$ cat src/rtl/mem_port_arbiter_if.sv
// Request/grant/completion bundle between two requesters and the shared memory port arbiter.
interface mem_port_arbiter_if;
   logic req0;
   logic req1;
   logic sel;
   logic mem_en;
   logic ack0;
   logic ack1;

   modport master (output req0, output req1, input sel, input mem_en, input ack0, input ack1);
   modport slave  (input req0, input req1, output sel, output mem_en, output ack0, output ack1);
endinterface

$ cat src/rtl/mem_port_arbiter.sv
// Two-requester arbiter for one memory port with fixed access latency; round-robin on ties.
// Define ARB_FIXED_PRIORITY_EN to make requester 1 (load/store) always win ties instead.
module mem_port_arbiter #(
   parameter int ACC_LAT = 2,
   parameter int CNT_W   = 4
) (
   input  logic              clk,
   input  logic              reset,
   mem_port_arbiter_if.slave bus
);
   typedef enum logic {S_IDLE = 1'b0, S_ACCESS = 1'b1} state_t;

   localparam logic [CNT_W-1:0] LAT_M1 = CNT_W'(ACC_LAT - 1);
   localparam bit               SINGLE = (ACC_LAT == 1);

   state_t           r_state;
   logic             r_sel;
   logic             r_mem_en;
   logic             r_ack0;
   logic             r_ack1;
   logic [CNT_W-1:0] r_cnt;
   logic             w_any;
   logic             w_winner;
`ifndef ARB_FIXED_PRIORITY_EN
   logic             r_last;
`endif

   always_comb begin
      w_any = bus.req0 | bus.req1;
`ifdef ARB_FIXED_PRIORITY_EN
      w_winner = bus.req1;
`else
      w_winner = (bus.req0 & bus.req1) ? ~r_last : bus.req1;
`endif
   end

   always_ff @(posedge clk) begin
      if (reset) begin
         r_state  <= S_IDLE;
         r_sel    <= 1'b0;
         r_mem_en <= 1'b0;
         r_ack0   <= 1'b0;
         r_ack1   <= 1'b0;
         r_cnt    <= '0;
`ifndef ARB_FIXED_PRIORITY_EN
         r_last   <= 1'b1;
`endif
      end else begin
         case (r_state)
            S_IDLE: begin
               if (w_any) begin
                  r_state  <= S_ACCESS;
                  r_sel    <= w_winner;
                  r_mem_en <= 1'b1;
                  r_cnt    <= LAT_M1;
                  // A one-cycle access completes in its first ACCESS cycle.
                  r_ack0   <= SINGLE && !w_winner;
                  r_ack1   <= SINGLE && w_winner;
`ifndef ARB_FIXED_PRIORITY_EN
                  r_last   <= w_winner;
`endif
               end
            end
            S_ACCESS: begin
               if (r_cnt != '0) begin
                  r_cnt <= r_cnt - CNT_W'(1);
                  // Ack is registered so it lands in the cycle where the count reaches zero.
                  if (r_cnt == CNT_W'(1)) begin
                     r_ack0 <= ~r_sel;
                     r_ack1 <= r_sel;
                  end
               end else begin
                  r_state  <= S_IDLE;
                  r_mem_en <= 1'b0;
                  r_ack0   <= 1'b0;
                  r_ack1   <= 1'b0;
               end
            end
            default: r_state <= S_IDLE;
         endcase
      end
   end

   assign bus.sel    = r_sel;
   assign bus.mem_en = r_mem_en;
   assign bus.ack0   = r_ack0;
   assign bus.ack1   = r_ack1;
endmodule

$ cat src/flat_wrapper.sv
// flat-port wrapper written by rule: the top's interface ports become plain ports
module mem_port_arbiter_flat 
#(
   parameter int ACC_LAT = 2,
   parameter int CNT_W   = 4
)
  (clk, reset, bus_req0, bus_req1, bus_sel, bus_mem_en, bus_ack0, bus_ack1);
  mem_port_arbiter_if bus_i ();
  input  logic clk;
  input  logic reset;
  input wire logic [$bits(bus_i.req0)-1:0] bus_req0;
  input wire logic [$bits(bus_i.req1)-1:0] bus_req1;
  output wire logic [$bits(bus_i.sel)-1:0] bus_sel;
  output wire logic [$bits(bus_i.mem_en)-1:0] bus_mem_en;
  output wire logic [$bits(bus_i.ack0)-1:0] bus_ack0;
  output wire logic [$bits(bus_i.ack1)-1:0] bus_ack1;
  assign bus_i.req0 = bus_req0;
  assign bus_i.req1 = bus_req1;
  assign bus_sel = bus_i.sel;
  assign bus_mem_en = bus_i.mem_en;
  assign bus_ack0 = bus_i.ack0;
  assign bus_ack1 = bus_i.ack1;
  mem_port_arbiter #(.ACC_LAT(ACC_LAT), .CNT_W(CNT_W)) u_core (.clk(clk), .reset(reset), .bus(bus_i));
endmodule
$ cat config.mk
export PLATFORM = sky130hd
export DESIGN_NAME = mem_port_arbiter_flat
export DESIGN_NICKNAME = d
export VERILOG_FILES = /design/src/rtl/mem_port_arbiter_if.sv /design/src/rtl/mem_port_arbiter.sv /design/src/flat_wrapper.sv
export SDC_FILE = /design/constraint.sdc
export NUM_CORES = 1
export LEC_CHECK = 0
export ABC_AREA = 1
export BUFFER_PORTS_ARGS = -buffer_cell sky130_fd_sc_hd__buf_2
export CAP_MARGIN = 25
export CORE_AREA = 2 2 39 41
export CTS_CLUSTER_SIZE = 12
export DETAILED_ROUTE_END_ITERATION = 10
export DIE_AREA = 0 0 41 43
export PLACE_DENSITY = 0.63
export SETUP_SLACK_MARGIN = 0.4
export SLEW_MARGIN = 20
export SYNTH_ARGS = -nofsm -noshare
export SYNTH_HDL_FRONTEND = slang
export SYNTH_SLANG_ARGS = --single-unit
$ cat constraint.sdc
create_clock -name clk -period 2.7 [get_ports clk]
set_clock_uncertainty 0.05 [all_clocks]
set_input_delay 0.54 -clock clk [delete_from_list [all_inputs] [get_ports clk]]
set_output_delay 0.54 -clock clk [all_outputs]
set_load 0.005 [all_outputs]
* Yosys cells after proc, flatten, opt, wreduce, memory -nomap -nowiden
Cells that the tools add are included.
Cells by class: add/sub/neg operators 1, equal/unequal tests 5, mux-type cells 17, bitwise logic cells 5, reduce and logical (&&, ||, !) cells 5
Operator list (number):
- 2-to-1 mux 1 bit | 10
- 2-to-1 mux 4 bit | 2
- one-hot mux 1 bit (2 select lines) | 4
- one-hot mux 4 bit (2 select lines) | 1
- AND reduction 2 bit | 4
- == test 4 x 1 -> 1 bit (second input constant) | 1
- inequality test 2 bit (second input constant) | 2
- nonzero test 4 bit | 1
- subtractor 4 x 1 -> 4 bit (second input constant) | 1
- inequality test 3 bit (second input constant) | 1
- inverter 1 bit | 3
- inequality test 2 x 1 -> 1 bit (second input constant) | 1
- bitwise AND 1 bit | 1
- OR 1 bit | 1
Storage, ports and cells: bits in registers 10, bits of input ports 4, output and inout port bits 4, word-level logic and storage cells 40

* Logic depth before layout (Yosys ltp)
depth after elaboration 4, mapped depth 9, gate-level depth less buffers 9

* Worst setup path before layout
OpenSTA, ideal clock, no wires.
path kind flip-flop to flip-flop, start register u_core.r_cnt[0], end register u_core.r_ack0, in the netlist u_core.bus.ack0, setup time 0.126 ns, data arrival time 1.051 ns, data required time 2.524 ns, slack 1.473 ns, cell stages (with the launch flop) 10, buffers on the path 0, period minus slack after synthesis 1.227 ns, cells stage by stage dfxtp_1 -> inv_1 -> ha_1 -> inv_1 -> nand2_1 -> nand3_1 -> nand2_2 -> nand2_1 -> nand2_1 -> nor2_1
On the way: cells in the longest elaborated chain, start to end 3, elaborated cells on any way between the ends 6, classes of those cells eq/ne: 2; mux: 2; reduce/logical: 2
Ends and longest elaborated chain:
- start, declared | RTL line mem_port_arbiter.sv:21 | logic [CNT_W-1:0] r_cnt;
- start signal, assigned | RTL line mem_port_arbiter.sv:66 | r_cnt <= r_cnt - CNT_W'(1);
- == test 4 x 1 -> 1 bit or nonzero test 4 bit (tied branches) | RTL line mem_port_arbiter.sv:68, mem_port_arbiter.sv:65
- inequality test 3 bit (no source line) or 2-to-1 mux 1 bit (tied branches)
- AND reduction 2 bit (no source line) or one-hot mux 1 bit (2 select lines) (tied branches)
- end signal, assigned | RTL line mem_port_arbiter.sv:57 | r_ack0 <= SINGLE && !w_winner;
- end signal, assigned | RTL line mem_port_arbiter.sv:69 | r_ack0 <= ~r_sel;
- end, declared | RTL line mem_port_arbiter.sv:19 | logic r_ack0;
Parallel ways exist; a longest one is shown, timed or not. A chain may end at the register's enable or synchronous reset.

* Worst setup path after layout
start register u_core.r_cnt[0], end register u_core.r_ack1, in the netlist u_core.bus.ack1
On the way: cells in the longest elaborated chain, start to end 3, elaborated cells on any way between the ends 6, classes of those cells eq/ne: 2; mux: 2; reduce/logical: 2
Ends and longest elaborated chain:
- == test 4 x 1 -> 1 bit or nonzero test 4 bit (tied branches) | RTL line mem_port_arbiter.sv:68, mem_port_arbiter.sv:65
- inequality test 3 bit (no source line) or 2-to-1 mux 1 bit (tied branches)
- AND reduction 2 bit (no source line) or one-hot mux 1 bit (2 select lines) (tied branches)
- end signal, assigned | RTL line mem_port_arbiter.sv:58 | r_ack1 <= SINGLE && w_winner;
- end signal, assigned | RTL line mem_port_arbiter.sv:70 | r_ack1 <= r_sel;
- end, declared | RTL line mem_port_arbiter.sv:20 | logic r_ack1;
Parallel ways exist; a longest one is shown, timed or not.

==> impl_results.md <==
* Outcome: finished clean
* Avg Cell Area, Syn at 7.657 um2
* Vias per cell at approximately 4.8
* Hold Path Class: reg -> reg
* Post_cts resized at 0
* Post-Route WL at ~900 um
* Crit path time final at 1.365 ns
* Share of total power in the clock network at 0.331
* Post-synthesis cell area at ~510 um2
* Count of H-tree levels built during CTS at 1
* Total of max-cap violations at 0
* Number of diodes at 0
* Highest-delay cell along the critical path: dfxtp_1
* Max-Slew Margin vs Limit at 0.8038
* Overall power of the completed layout at 0.4025 mW
* Clock transition time at the flip-flop clock pins of the worst setup and hold paths at 0.07 ns
* Count of yosys warnings during synthesis at 0
* Y dimension of the die at 43 um
* Via count of the first global-routing pass at 399
* Critical path launch point type: flop
* Starting Density at 0.3707
* Clock sink total at 10
* Cell internal power dissipation at 0.2834 mW
* Share of post-route cells with drive strength above 1 at 0.2468
* # nets final at 85
* Register-to-Register Path Depth at 9
* Worst setup path category: reg -> reg
* Wire length per cell at a little under 10 um
* Number of buffers on the longest clock path at 2
* Die Outline Area at 0.001763 mm2
* Critical Path Fanout Max at 6
* Static leakage power at 0.2751 nW
* Post-route clock period utilization at 0.5056
* Net switching fraction of the power at 0.2960
* Switching power at 0.1192 mW
* Count of distinct cell types in the synthesized netlist at 18
* Multi-input combinational cell area at 275.3 um2
* Std-Cell Core Area at between 0.001 and 0.0015 mm2
* Input/output buffers at 7
* Slew at the pin with the worst max-slew slack at about 0.3 ns
* Final TNS setup at 0 ns
* Sequential area share after synthesis at 0.3902
* Worst endpoint data arrival time at 1.47 ns
* Post-detailed-route count of antenna-violating nets at 0
* RD Place Congestion at around 0.73
* Die Wd at 41 um
* Post-CTS setup buffer count at 0
* Number of storage elements in the synthesis netlist at 10
* Post-Synthesis Cells at 67
* Cell repeated most along the worst path: nand2_1
* Required time worst endpoint at 2.80 ns
* Placed wire-length estimate at just under 700 um
* Wire length of the first global-routing pass at 1518 um
* Aggregate global routing overflow at 0
* Number of buffers inserted for hold repair after clock tree synthesis at 0
* Peak clock frequency supported by timing at 0.7325 GHz
* Ratio of total power to cell area at ~670 mW/mm2
* Synth-to-layout area growth at 17.07%
* List of cells traversed by the critical path: inv_1 -> ha_1 -> inv_1 -> nand2_1 -> nand3_1 -> nand2_2 -> nand2_1 -> nand2_1 -> nor2_1
* Count of unresolved DRC violations after routing at 0
* Setup repair after global routing missed its margin: no
* Count of standard-cell rows at 14
* Drt pass-1 iters at 3
* Sequential share of power at 0.433
* Final Max Tran Viols at 0
* Proportion of power drawn by combinational gates at 0.236
* Synthesized netlist net count at 74
* Antenna violations before repair at 0
* I/O pin count at 8
* Flip-flop and latch area at about 200 um2
* Largest net degree at the start of global routing at 11
* IR Drop Worst-Case VDD at 414.9 uV
* CTS Buf Count at 3
* Number of endpoints failing setup at the final stage at 0
* FILL cells at 145
* Overall routing resource usage at 0.1328
* CP peak stage delay at 0.32 ns
* Final Hold Viols at 0
* Category of the worst setup path capture point: flop
* Number of vias in the routed layout at 444
* Fraction of the core area covered by cells at the end of the flow at 0.4340
* Clock tree from TritonCTS: yes
* Root buf cell: clkbuf_4
* First DRT Iteration DRCs at 2
* Skew-Pair Late Insertion Delay at 0.27 ns
* Instance count along the most critical hold path at 2
## critical path: cells and delay by family, from the launching register on
| family | cells | cell delay, ns |
|---|---|---|
| AND/OR/NAND/NOR | 6 | 0.41 |
| flip-flops | 1 | 0.32 |
| buffers and inverters | 2 | 0.21 |
| adder cells (fa/ha/maj) | 1 | 0.26 |
## synth_stat cells
library cell   n  share of area
nand2_2        3          0.037
ha_1           3          0.073
nand3b_1       3          0.044
and2_1         1          0.012
a21oi_1        4          0.039
o21ai_4        1          0.032
inv_1          8          0.059
dfxtp_1       10           0.39
o21ai_0        1         0.0097
xor2_1         1          0.017
inv_2          1         0.0073
nand3_1        9          0.088
nand2_1       12          0.088
nor2_1         5          0.037
nor2_2         1          0.012
a21oi_2        2          0.034
a211oi_1       1          0.015
buf_1          1         0.0073
## worst paths after layout
| check | from | to | slack [ns] |
|---|---|---|---|
| worst min-delay path | u_core.r_last | u_core.r_last | 0.41 |
| worst min register to register | u_core.r_last | u_core.r_last | 0.41 |
| worst max register to register | u_core.r_cnt[0] | u_core.bus.ack1 | 1.33 |
| worst max-delay path | u_core.r_cnt[0] | u_core.bus.ack1 | 1.33 |
## stage by stage
step	instance area [um2]	instances	hold slack [ns]	setup slack, ns
after floorplan	513.0	67	0.3787	1.473
final	600.6	93	0.4101	1.335
after CTS	600.6	93	0.4146	1.314
after detailed placement	564.3	89	0.3961	1.314
after global placement	564.3	89	0.3942	1.339
after global routing	600.6	93	0.4393	1.170
## cell type report
type	count	share of cell area
multi-input combinational	47	0.4583
sequential	10	0.3333
clock buffer	4	0.06042
timing repair buffer	7	0.05833
inverter	9	0.05625
tap	16	0.03333
## routing by layer
| layer | global-route usage | part of all wire |
|---|---|---|
| met5 | 0 | 0 |
| met4 | 0.06000 | 0.0044 |
| met3 | 0.09424 | 0.059 |
| met2 | 0.1875 | 0.43 |
| met1 | 0.1456 | 0.50 |
## placed cells by master, fill, tap and decap left out, drive strengths merged
master	instances
and2	1
a211oi	1
nand3	9
xor2	1
inv	9
nand2	15
o21ai	2
dfxtp	10
nor2	6
clkbuf	4
nand3b	3
a21oi	6
ha	3
buf	7
## registers in the layout, summed over array words and instances, names as in the netlist
name,cells
u_core.r_last,1
u_core.bus.sel,1
u_core.r_state,1
u_core.r_cnt,4
u_core.bus.mem_en,1
u_core.bus.ack0,1
u_core.bus.ack1,1
## power groups by stage
stage	logic, mW	clock network [mW]	registers [mW]
final	0.0950	0.133	0.174
after detailed placement	0.0963	0	0.178
after floorplan	0.0731	0	0.177
after global placement	0.0942	0	0.178
after CTS	0.0965	0.139	0.174
after global routing	0.110	0.151	0.177
## logic make-up (layout without fill, tap and decap cells)
group | after synthesis | after routing | share of synthesized area
AOI/OAI and AO/OA | 9 | 9 | 0.1293
xor gates and xnor gates | 1 | 1 | 0.01708
adders and majority gates | 3 | 3 | 0.07318
buffers and inverters | 10 | 20 | 0.07316
DFF | 10 | 10 | 0.3902
and+or+nand+nor | 34 | 34 | 0.3171
Note: power is estimated with default switching activity, not from simulation.
